## src/rtl/pc_gen_pkg.sv

```systemverilog
// rtl/pc_gen_pkg.sv - shared encodings, default vectors and counter helper for pc_gen
//   STRONG_NT/WEAK_NT/WEAK_T/STRONG_T : 2-bit BTB counter encodings (bit 1 = predict taken)
//   RESET_VEC_DEFAULT, TRAP_VEC_DEFAULT : default parameter values for pc_gen
//   ctr_update()                        : saturating counter step toward the resolved direction
package pc_gen_pkg;

    localparam logic [1:0] STRONG_NT = 2'b00;
    localparam logic [1:0] WEAK_NT   = 2'b01;
    localparam logic [1:0] WEAK_T    = 2'b10;
    localparam logic [1:0] STRONG_T  = 2'b11;

    localparam logic [31:0] RESET_VEC_DEFAULT = 32'h0000_0000;
    localparam logic [31:0] TRAP_VEC_DEFAULT  = 32'h0000_0100;

    function automatic logic [1:0] ctr_update(input logic [1:0] ctr, input logic taken);
        if (taken) begin
            return (ctr == STRONG_T) ? STRONG_T : ctr + 2'b01;
        end
        return (ctr == STRONG_NT) ? STRONG_NT : ctr - 2'b01;
    endfunction

endpackage

```

## src/rtl/pc_gen_btb.sv

```systemverilog
// rtl/pc_gen_btb.sv - direct-mapped branch target buffer with 2-bit counters
//   clk, rst          : clock, synchronous active-high reset (clears valid, counters to WEAK_NT)
//   lookup_pc         : PC being looked up (combinational read port)
//   hit, ctr, target  : lookup result; ctr/target are raw entry contents
//   upd_valid, upd_pc, upd_target, upd_taken : synchronous training port
module pc_gen_btb import pc_gen_pkg::*; #(
    parameter int XLEN      = 32,
    parameter int BTB_DEPTH = 16
) (
    input  logic            clk,
    input  logic            rst,
    input  logic [XLEN-1:0] lookup_pc,
    output logic            hit,
    output logic [1:0]      ctr,
    output logic [XLEN-1:0] target,
    input  logic            upd_valid,
    input  logic [XLEN-1:0] upd_pc,
    input  logic [XLEN-1:0] upd_target,
    input  logic            upd_taken
);

    localparam int IDX   = $clog2(BTB_DEPTH);
    localparam int TAG_W = XLEN - IDX - 2;

    logic [BTB_DEPTH-1:0] valid_q;
    logic [TAG_W-1:0]     tag_q    [BTB_DEPTH];
    logic [XLEN-1:0]      target_q [BTB_DEPTH];
    logic [1:0]           ctr_q    [BTB_DEPTH];

    logic [IDX-1:0]   l_idx;
    logic [IDX-1:0]   u_idx;
    logic [TAG_W-1:0] l_tag;
    logic [TAG_W-1:0] u_tag;
    logic             u_hit;

    // Instruction PCs are word aligned; the two low bits never take part in indexing.
    logic [1:0] unused_lsbs;
    assign unused_lsbs = lookup_pc[1:0] ^ upd_pc[1:0];

    assign l_idx = lookup_pc[IDX+1:2];
    assign l_tag = lookup_pc[XLEN-1:IDX+2];
    assign u_idx = upd_pc[IDX+1:2];
    assign u_tag = upd_pc[XLEN-1:IDX+2];

    // Reads see the pre-update contents; a write lands at the edge.
    assign hit    = valid_q[l_idx] && (tag_q[l_idx] == l_tag);
    assign ctr    = ctr_q[l_idx];
    assign target = target_q[l_idx];
    assign u_hit  = valid_q[u_idx] && (tag_q[u_idx] == u_tag);

    always_ff @(posedge clk) begin
        if (rst) begin
            valid_q <= '0;
            for (int i = 0; i < BTB_DEPTH; i++) begin
                ctr_q[i] <= WEAK_NT;
            end
        end else if (upd_valid) begin
            if (u_hit) begin
                ctr_q[u_idx] <= ctr_update(ctr_q[u_idx], upd_taken);
                if (upd_taken) begin
                    target_q[u_idx] <= upd_target;
                end
            end else if (upd_taken) begin
                // Only taken outcomes allocate; a not-taken miss leaves the entry alone.
                valid_q[u_idx]  <= 1'b1;
                tag_q[u_idx]    <= u_tag;
                target_q[u_idx] <= upd_target;
                ctr_q[u_idx]    <= WEAK_T;
            end
        end
    end

endmodule

```

## src/rtl/pc_gen.sv

```systemverilog
// rtl/pc_gen.sv - fetch PC register with redirect/stall/prediction/PC+4 next-PC selection
//   Optional macro PC_GEN_MISALIGN_EN: misaligned redirects trap to TRAP_VEC with a
//   one-cycle misalign pulse, and BTB updates with misaligned targets are dropped.
//   clk, rst                    : clock, synchronous active-high reset
//   stall                       : hold pc
//   redirect_valid, redirect_pc : corrected next PC from EX (beats stall)
//   upd_valid, upd_pc, upd_target, upd_taken : BTB training from EX
//   pc                          : registered fetch PC
//   pred_taken, pred_target     : prediction for pc (pred_target = pc+4 when not taken)
//   misalign                    : registered trap pulse (0 unless PC_GEN_MISALIGN_EN)
module pc_gen import pc_gen_pkg::*; #(
    parameter int              XLEN      = 32,
    parameter logic [XLEN-1:0] RESET_VEC = XLEN'(RESET_VEC_DEFAULT),
    parameter int              BTB_DEPTH = 16,
    parameter logic [XLEN-1:0] TRAP_VEC  = XLEN'(TRAP_VEC_DEFAULT)
) (
    input  logic            clk,
    input  logic            rst,
    input  logic            stall,
    input  logic            redirect_valid,
    input  logic [XLEN-1:0] redirect_pc,
    input  logic            upd_valid,
    input  logic [XLEN-1:0] upd_pc,
    input  logic [XLEN-1:0] upd_target,
    input  logic            upd_taken,
    output logic [XLEN-1:0] pc,
    output logic            pred_taken,
    output logic [XLEN-1:0] pred_target,
    output logic            misalign
);

    logic            btb_hit;
    logic [1:0]      btb_ctr;
    logic [XLEN-1:0] btb_target;
    logic            upd_accept;
    logic [XLEN-1:0] pc_next;
    logic            misalign_next;

    pc_gen_btb #(
        .XLEN      (XLEN),
        .BTB_DEPTH (BTB_DEPTH)
    ) u_btb (
        .clk        (clk),
        .rst        (rst),
        .lookup_pc  (pc),
        .hit        (btb_hit),
        .ctr        (btb_ctr),
        .target     (btb_target),
        .upd_valid  (upd_accept),
        .upd_pc     (upd_pc),
        .upd_target (upd_target),
        .upd_taken  (upd_taken)
    );

    assign pred_taken  = btb_hit && btb_ctr[1];
    assign pred_target = pred_taken ? btb_target : pc + XLEN'(4);

`ifdef PC_GEN_MISALIGN_EN
    assign upd_accept = upd_valid && (upd_target[1:0] == 2'b00);
`else
    assign upd_accept = upd_valid;
`endif

    always_comb begin
        pc_next       = pred_target;
        misalign_next = 1'b0;
        if (redirect_valid) begin
`ifdef PC_GEN_MISALIGN_EN
            if (redirect_pc[1:0] != 2'b00) begin
                pc_next       = TRAP_VEC;
                misalign_next = 1'b1;
            end else begin
                pc_next = redirect_pc;
            end
`else
            pc_next = redirect_pc;
`endif
        end else if (stall) begin
            pc_next = pc;
        end
    end

    always_ff @(posedge clk) begin
        if (rst) begin
            pc <= RESET_VEC;
        end else begin
            pc <= pc_next;
        end
    end

`ifdef PC_GEN_MISALIGN_EN
    always_ff @(posedge clk) begin
        if (rst) begin
            misalign <= 1'b0;
        end else begin
            misalign <= misalign_next;
        end
    end
`else
    logic [XLEN:0] unused_trap;
    assign unused_trap = {misalign_next, TRAP_VEC};
    assign misalign    = 1'b0;
`endif

endmodule

```

## config.mk

```make
export PLATFORM = sky130hd
export DESIGN_NAME = pc_gen
export DESIGN_NICKNAME = d
export VERILOG_FILES = /design/src/rtl/pc_gen_pkg.sv /design/src/rtl/pc_gen_btb.sv /design/src/rtl/pc_gen.sv
export SDC_FILE = /design/constraint.sdc
export NUM_CORES = 1
export LEC_CHECK = 0
export BUFFER_PORTS_ARGS = -buffer_cell sky130_fd_sc_hd__buf_2
export CAP_MARGIN = 10
export CORE_MARGIN = 5
export CORE_UTILIZATION = 35
export CTS_CLUSTER_SIZE = 10
export DETAILED_ROUTE_END_ITERATION = 10
export PLACE_DENSITY = 0.58
export SKIP_CTS_REPAIR_TIMING = 1
export SLEW_MARGIN = 30
export SYNTH_ARGS = -nofsm -noshare
export SYNTH_HDL_FRONTEND = slang
export SYNTH_SLANG_ARGS = --single-unit
export TNS_END_PERCENT = 50
```

## constraint.sdc

```tcl
create_clock -name clk -period 12.8 [get_ports clk]
set_input_delay 1.28 -clock clk [delete_from_list [all_inputs] [get_ports clk]]
set_output_delay 1.28 -clock clk [all_outputs]
set_load 0.01 [all_outputs]
```

==> results.json <==
{
  "yosys_warnings": 0,
  "hpwl_microns": 71900,
  "synthTopCellsByArea": "edfxtp_1 (66%), mux4_2 (22%), dfxtp_1 (2.4%)",
  "placed_area_sq_mm": 0.0467,
  "clock_path_buffers": 3,
  "worst_setup_path_start_kind": "flop",
  "maxSlewHeadroom_pct": 34.2,
  "routedWlPerCell_microns": 30.9,
  "syn2layout_area_growth_pct": 14.6,
  "synth_area_per_cell_sq_um": 20.8,
  "endpoint_kind": "primary output",
  "yosys.area.top_type_share_pct": 65.9,
  "first_pass_iters": 6,
  "slew_viol_final": 0,
  "cp.required_ns": 11.52,
  "io_pins": 168,
  "drc": 0,
  "synth-seq-cells": 1012,
  "syn_area_sq_mm": 0.0437,
  "place.gp.congestion": 0.793,
  "clk_latency_ns": 0.70,
  "synth_edf_count": 960,
  "grt_max_degree": 82,
  "status": "completed",
  "yosys.area.top_type": "edfxtp_1",
  "vias": 23370,
  "antenna_left": 0,
  "coreArea_sq_mm": 0.124,
  "dieArea_sq_mm": 0.132,
  "final_area_sq_mm": 0.0501,
  "initial_utilization_pct": 35.3,
  "path_max_fanout": 45,
  "grt_pass1_wl_microns": 177000,
  "hold_viol_final": 0,
  "drt_iter0_markers": 2595,
  "power_leakage_nw": 15.7,
  "irDropWorstVdd_uv": 112,
  "maxCapViolations": 0,
  "clock-root-buffer": "clkbuf_16",
  "max_freq_mhz": 133,
  "min_period_ns": 7.54,
  "multi_input_comb_area_sq_mm": 0.0134,
  "grt_usage_pct": 18.6,
  "cts_tree": "yes",
  "finalClockSkew_ns": 0.0363,
  "rsz0062_at_grt": "no",
  "die_w_microns": 364,
  "finalSetupViolations": 0,
  "powerDensity_mw_per_mm2": 145,
  "buffer_ports.inserted": 164,
  "layout-drive-gt1-share_pct": 36.2,
  "synth_cell_types": 62,
  "async_flop_share_pct": 0,
  "antenna_found_initial": 30,
  "worst-setup-path-type": "flop to primary output",
  "fill_cells": 10986,
  "finalPower_mw": 7.25,
  "grt_pass1_vias": 23891,
  "overflow": 0,
  "seq_area_sq_mm": 0.0299,
  "htreeDepth": 3,
  "vias_per_cell": 5.80,
  "die_h_microns": 364,
  "nets": 2402,
  "synthFlopType": "edfxtp_1",
  "synth-seq-area-share_pct": 68.3,
  "rows": 129,
  "synth_cells": 2102,
  "cts.sinks": 1012,
  "synthesis.nets": 2205,
  "tightestPinTransition_ns": 0.987,
  "finalSetupTns_ns": 0,
  "cts_made_buffers": 114,
  "drt-total-wl_microns": 124000,
  "path_clk_slew_ns": 0.06,
  "worstHoldPathType": "flop to flop",
  "final_core_util_pct": 40.4,
  "critPathArrivalTime_ns": 6.26,
  "min_period_over_period_pct": 58.9
}
metal layers:
metal,GRT usage (%),vias up,wire length (microns)
li1,-,9360,-
met1,26.1,12588,50500
met2,29.9,1214,59200
met3,4.68,194,12100
met4,3.99,14,2480
met5,0,-,94
power breakdown:
part / switching (mW) / leakage (nW) / internal [mW]
combinational: 0.313 / 5.05 / 0.263
sequential: 0.0496 / 9.06 / 3.65
clock: 1.27 / 1.60 / 1.70
total: 1.64 / 15.7 / 5.62
final cells by class:
class                   count  share of cell area [%]
repair buffers            227                    2.73
clock buffers             189                    6.34
diodes                      9                  0.0449
flip-flops and latches   1012                    59.6
clock inverters            12                   0.322
inverters                  24                   0.185
multi-input cells         920                    26.7
well taps                1637                    4.09
cells by family (layout without fill, tap and decap cells):
logic type,after synthesis,count (layout),share of synthesized area [%]
multiplexers,490,490,23.4
buffers and inverters,170,452,1.78
AO/OA/AOI/OAI,132,132,2.32
flip-flops,1012,1012,68.3
XOR/XNOR,81,81,1.62
other,1,10,0.00857
AND/OR/NAND/NOR,213,213,2.48
adder cells (fa/ha/maj),3,3,0.0744
Yosys cell counts (6+ instances only):
library cell,n
edfxtp_1,960
mux4_2,418
clkbuf_1,70
nor2_1,57
xnor2_1,57
dfxtp_1,52
buf_2,45
nand2_1,41
mux2i_1,39
a21o_1,37
a22o_1,31
xor2_1,24
nor3_1,23
inv_1,22
nand4_1,22
mux2_4,20
nand3_1,20
o22ai_1,17
buf_1,14
mux2_2,13
buf_4,11
o21bai_1,9
and2_1,7
nand3b_1,7
a221oi_1,6
buf_6,6
nor2b_1,6
registers in the layout (all words and copies together) (netlist names), named ones only:
name	flops
u_btb.valid_q	16
pc	32
u_btb.target_q	512
u_btb.ctr_q	32
u_btb.tag_q	416
worst paths after layout:
check                    from                to  slack (ns)  depth (start not counted)
max                      flop    pred_target[2]        5.26                         10
min          u_btb.valid_q[6]  u_btb.valid_q[6]        0.49                          2
min reg2reg  u_btb.valid_q[6]  u_btb.valid_q[6]        0.49                          2
max reg2reg              flop              flop        7.04                         10
through the flow:
stage	instances	hold WS (ns)	setup slack [ns]
3_3_place_gp	3818	0.470	5.49
5_1_grt	4021	0.510	5.02
3_5_place_dp	3819	0.479	5.65
4_1_cts	4020	0.494	5.18
6_report	4030	0.494	5.26
2_1_floorplan	2102	0.456	7.33
critical path: stages, from the launching register on:
cell and delay [ns]:
dfxtp_4 0.98, buf_4 0.66, mux4_2 0.59, mux4_2 0.51
xor2_1 0.17, nor4_1 0.63, nand4_1 0.25, nor4_4 0.31
buf_4 0.62, mux2i_1 0.49, buf_2 0.22
layout by cell type (no fill, tap or decap), drive strengths merged, types with 3 or more instances in the layout:
| cell type | count |
|---|---|
| inv | 28 |
| mux2 | 33 |
| buf | 226 |
| dfxtp | 52 |
| and2 | 7 |
| mux2i | 39 |
| nand2 | 42 |
| xnor2 | 57 |
| a31oi | 4 |
| and3 | 3 |
| nand3b | 8 |
| o21ai | 7 |
| nor2b | 6 |
| a221oi | 8 |
| clkbuf | 190 |
| nor2 | 58 |
| o21bai | 9 |
| mux4 | 418 |
| nor3 | 23 |
| or3 | 4 |
| diode | 9 |
| a22o | 31 |
| edfxtp | 960 |
| o22ai | 17 |
| xor2 | 24 |
| a211oi | 4 |
| or2 | 3 |
| nand2b | 4 |
| a21oi | 4 |
| nand3 | 20 |
| a21o | 37 |
| clkinv | 7 |
| nand4 | 22 |
| nor4 | 7 |
(Power assumes the default switching activity.)
